**src/rtl/proc_defs.sv**
```systemverilog
// Shared processor definitions: opcode values and fetch-unit state encodings,
// imported by fetch and decode.
package proc_defs;

  localparam int OPCODE_W = 4;

  typedef enum logic [OPCODE_W-1:0] {
    OP_HALT = 4'b0000,
    OP_ADDI = 4'b0001,
    OP_ADD  = 4'b0010,
    OP_SUB  = 4'b0011,
    OP_OUT  = 4'b1111
  } opcode_e;

  typedef enum logic {
    ST_FETCH  = 1'b0,
    ST_HALTED = 1'b1
  } fetch_state_e;

endpackage

```
**src/rtl/pc_reg.sv**
```systemverilog
// Program counter register: a redirect wins over increment, and the increment
// wraps naturally at 2^ADDR_W.
module pc_reg #(
  parameter int ADDR_W = 4
) (
  input  logic              clk,
  input  logic              rst,
  input  logic              jump_en,
  input  logic [ADDR_W-1:0] jump_addr,
  input  logic              inc,
  output logic [ADDR_W-1:0] pc
);

  always_ff @(posedge clk or posedge rst) begin
    if (rst) begin
      pc <= '0;
    end else if (jump_en) begin
      pc <= jump_addr;
    end else if (inc) begin
      pc <= pc + 1'b1;
    end
  end

endmodule

```
**src/rtl/fetch_unit.sv**
```systemverilog
// Instruction fetch: one-entry output slot fed from a combinational ROM, with
// redirect, back-pressure stall and halt-on-opcode.
module fetch_unit
  import proc_defs::*;
#(
  parameter int                  ADDR_W  = 4,
  parameter int                  INST_W  = 16,
  parameter logic [OPCODE_W-1:0] HALT_OP = OP_HALT
) (
  input  logic              clk,
  input  logic              rst,
  output logic [ADDR_W-1:0] rom_addr,
  input  logic [INST_W-1:0] rom_data,
  output logic [INST_W-1:0] instr,
  output logic [ADDR_W-1:0] instr_pc,
  output logic              instr_valid,
  input  logic              instr_ready,
  input  logic              jump_en,
  input  logic [ADDR_W-1:0] jump_addr,
  output logic              halted
);

  fetch_state_e      state, state_next;
  logic [ADDR_W-1:0] pc;
  logic              slot_free;
  logic              is_halt_op;
  logic              load;
  logic              halt_hit;

  // rom_addr comes straight off the PC flop, so no input reaches it combinationally.
  pc_reg #(.ADDR_W(ADDR_W)) u_pc_reg (
    .clk       (clk),
    .rst       (rst),
    .jump_en   (jump_en),
    .jump_addr (jump_addr),
    .inc       (load),
    .pc        (pc)
  );

  assign rom_addr   = pc;
  assign slot_free  = !instr_valid || instr_ready;
  assign is_halt_op = (rom_data[INST_W-1 -: OPCODE_W] == HALT_OP);

  always_ff @(posedge clk or posedge rst) begin
    if (rst) begin
      state <= ST_FETCH;
    end else begin
      state <= state_next;
    end
  end

  always_comb begin
    state_next = state;
    if (jump_en) begin
      state_next = ST_FETCH;
    end else if (state == ST_FETCH && slot_free && is_halt_op) begin
      state_next = ST_HALTED;
    end
  end

  always_comb begin
    load     = 1'b0;
    halt_hit = 1'b0;
    halted   = (state == ST_HALTED);
    if (state == ST_FETCH && slot_free && !jump_en) begin
      load     = !is_halt_op;
      halt_hit = is_halt_op;
    end
  end

  // A handshake coinciding with a redirect or halt still empties the slot.
  always_ff @(posedge clk or posedge rst) begin
    if (rst) begin
      instr       <= '0;
      instr_pc    <= '0;
      instr_valid <= 1'b0;
    end else if (jump_en || halt_hit) begin
      instr_valid <= 1'b0;
    end else if (load) begin
      instr       <= rom_data;
      instr_pc    <= pc;
      instr_valid <= 1'b1;
    end else if (instr_valid && instr_ready) begin
      instr_valid <= 1'b0;
    end
  end

endmodule

```
**config.mk**
```make
export PLATFORM = sky130hd
export DESIGN_NAME = fetch_unit
export DESIGN_NICKNAME = d
export VERILOG_FILES = /design/src/rtl/proc_defs.sv /design/src/rtl/pc_reg.sv /design/src/rtl/fetch_unit.sv
export SDC_FILE = /design/constraint.sdc
export NUM_CORES = 1
export LEC_CHECK = 0
export CORE_MARGIN = 10
export CORE_UTILIZATION = 60
export DETAILED_ROUTE_END_ITERATION = 8
export DONT_BUFFER_PORTS = 1
export PLACE_DENSITY = 0.76
export SLEW_MARGIN = 10
export SYNTH_ARGS = -nofsm -noshare
export SYNTH_HDL_FRONTEND = slang
export SYNTH_SLANG_ARGS = --single-unit
```
**constraint.sdc**
```tcl
create_clock -name clk -period 2.05 [get_ports clk]
set_input_delay 0.41 -clock clk [delete_from_list [all_inputs] [get_ports clk]]
set_output_delay 0.41 -clock clk [all_outputs]
set_load 0.03 [all_outputs]
```
==> results by group <==
Place
  • Number of I/O port buffers: 0
  • Placed cells: roughly 110
  • Worst slack at placement: between 300 and 400 ps
  • Placer Congestion: 0.7142
  • HPWL Detailed: between 1500 and 2000 µm

Synth
  • Yosys warning count: 0
  • Synthesized instance count: 80
  • Main synth FF type: dfrtp_1
  • Seq/Total Area, Yosys: a little under three fifths
  • Synth unique cells: 23
  • Post-synth EDFFs: 0
  • Mean post-synth cell area: approximately 15 µm²
  • Ys async rst share: 100.0%
  • Synthesized Nets: about 110
  • FF+latch count, synth: 26
  • Mapped cell area: ~1200 µm²

STA
  • Hold Slack: 17.02 ps
  • Pins Over Slew Limit: 0
  • RSZ-0062 raised after global routing: false
  • # setup viols final: 0
  • Slew @ Worst Pin: just under 600 ps
  • Fmax: 617.9 MHz
  • Final period utilization: between 70 and 80%
  • Min cycle time layout: roughly 1600 ps
  • Final Skew: slightly above 10 ps
  • Slew Limit Headroom: approximately 60%
  • Fin. Hold Viols: 0
  • Setup TNS: 0 ps
  • Setup WS post-layout: about 430 ps

Clock tree
  • Hold Buf Count CTS: 0
  • Clock-pin slew on the worst setup and hold paths: between 100 and 150 ps
  • CTS H-tree depth: 1
  • TritonCTS clock tree: done
  • CTS Buffer Depth: 2
  • Setup Fix Bufs, Post-CTS: 0
  • Root Buffer: clkbuf_4
  • CTS Buf Count: 3
  • Sink Count: 26
  • Cts repair resizes: 0
  • Clk_lat worst skew: 320 ps

Floorplanning
  • I/O pins: 50
  • Core Box Area: between 1500 and 2000 µm²
  • Rows: 15
  • Die area: between 4000 and 5000 µm²
  • Die W: 64.04 µm
  • Initial Util: 65.26%
  • Vert. Die Dim: ~64 µm

Critical path
  • Critical Path AT: ~1800 ps
  • Worst-path maximum fanout: 13
  • Max stage delay on crit path: roughly 400 ps
  • Setup crit end kind: flop
  • Critical path, cell by cell: or2_1 -> or3_1 -> buf_4 -> mux2_4
  • Required time of the critical path: around 2300 ps
  • Worst Setup Path Type: flop to flop
  • CP startpoint kind: flop
  • Slowest CP cell: dfrtp_1

Power
  • Pint: 0.9234 mW
  • Net Sw Frac: 34.61%
  • Logic pwr share: approximately 15%
  • Clock network power share: 24.4%
  • Pwr Total: between 1 and 1.5 mW
  • Maximum vdd drop: a little under 0.0007 V
  • Switching power: approximately 0.49 mW
  • Power per standard cell area: approximately 1100 nW/µm²
  • Static Leak: 0.5805 nW
  • Seq pwr share: about 61%

Cells and area
  • Fillcell total: 127
  • Largest register FFs: 16
  • Layout cells sized above 1: a little under a third
  • Final net count: between 100 and 150
  • Synth-to-layout area growth: 6.774%
  • Finished Layout Cells: roughly 110
  • Ant diodes: 0

Detailed routing
  • Vias: roughly 670
  • Final wirelength: around 2400 µm
  • Met3 routed WL: 304 µm
  • Met2 routed WL: approximately 1100 µm
  • Vias per cell: just over 6
  • Detailed-route DRC error count: 0
  • Initial drt markers: 22
  • Routed length per instance: 21.52 µm
  • DRT Pass-1 Iters: 4
  • Routed Antenna Nets: 0
  • Routed length on met1: 993 µm
  • Uppermost routed layer: met4

Global routing
  • Initial antenna violation count: 0
  • GRT Overall Usage: a little under an eighth
  • Grt ovf: 0
  • Pin count of the biggest net entering global routing: 17
  • Vias in the first global route: 736
  • Global-route wire length before repair: ~4000 µm

Job
  • Maxcap violations: 0

Min path
  • HP Class: input pin to asynchronous set/reset pin

Status
  • Status: completed
cell families after synthesis:
family | Yosys count | share of synthesized area, %
xor+xnor | 1 | 0.7528
flops | 26 | 55.91
buf+inv | 8 | 5.269
compound gates | 14 | 9.463
mux | 17 | 20.65
fa+ha+maj | 1 | 1.075
simple gates | 13 | 6.882
path summary, 6_finish.rpt:
path / from / endpoint / slack, ps / cells past startpoint
worst max-delay path: halted / instr[7] / 430 / 4
worst min-delay path: rst / instr_pc[1] / 20 / 1
worst max register to register: halted / instr[7] / 430 / 4
worst min register to register: halted / halted / 740 / 3
max in group asynchronous: rst / instr[9] / 1460 / 2
min in group clk: jump_en / halted / 150 / 1
stage by stage:
| stage | util, % | area [µm²] |
|---|---|---|
| floorplan | - | 1164 |
| global placement | 66.74 | 1190 |
| detailed placement | 66.74 | 1190 |
| CTS | 69.68 | 1242 |
| global route | 69.68 | 1242 |
| finish | 69.68 | 1242 |
final cells by class:
cell class | count | area [µm²] | share of cell area, %
Clock buffer | 3 | 22.52 | 1.813
Tap cell | 25 | 31.28 | 2.518
Inverter | 5 | 18.77 | 1.511
Multi-Input combinational cell | 46 | 451.7 | 36.35
Timing Repair Buffer | 5 | 37.54 | 3.021
Sequential cell | 26 | 650.6 | 52.37
Clock inverter | 1 | 30.03 | 2.417
synthesized netlist by cell type (2+ instances only):
master	instances	area share, %
a22o_1	3	2.3
buf_6	2	1.9
dfrtp_1	26	56
inv_1	5	1.6
mux2_2	4	3.9
mux2_4	13	17
nand2_1	4	1.3
nand2b_1	2	1.1
nor2_1	2	0.65
o211ai_1	3	1.9
o311ai_0	3	2.3
o41ai_1	2	1.5
worst max-delay path, delay by kind of cell, from the launching register on:
kind	cells	cell delay (ps)
buffers and inverters	1	210
DFF	1	400
muxes	1	310
and+or+nand+nor	2	590
cell usage in the layout (no fill, tap or decap):
master	netlist	layout
nor2_1	2	2
buf_4	0	5
nand2_1	4	4
xor2_1	1	1
inv_1	5	5
bufinv_16	0	1
a21oi_1	1	1
o211ai_1	3	3
mux2_4	13	13
nand3_1	1	1
nand2b_1	2	2
a22o_1	3	3
o311ai_0	3	3
nor4_4	1	1
o21ai_0	1	1
nor2b_1	1	1
o41ai_1	2	2
or3_1	1	1
mux2_2	4	4
o21bai_1	1	1
or2_1	1	1
clkbuf_4	0	3
ha_1	1	1
dfrtp_1	26	26
per-layer routing:
| layer | track usage, % | vias to the layer above |
|---|---|---|
| li1 | - | 300 |
| met1 | 14.14 | 337 |
| met2 | 17.66 | 33 |
| met3 | 6.272 | 2 |
| met4 | 3.279 | 0 |
| met5 | 0 | - |
power by group through the flow:
stage | Sequential, mW | Combinational [mW] | Clock [mW]
floorplan | 0.852 | 0.181 | 0
global placement | 0.874 | 0.198 | 0
detailed placement | 0.876 | 0.206 | 0
CTS | 0.866 | 0.208 | 0.351
global route | 0.880 | 0.228 | 0.365
finish | 0.861 | 0.206 | 0.345
Note: power is estimated with default switching activity, not from simulation.
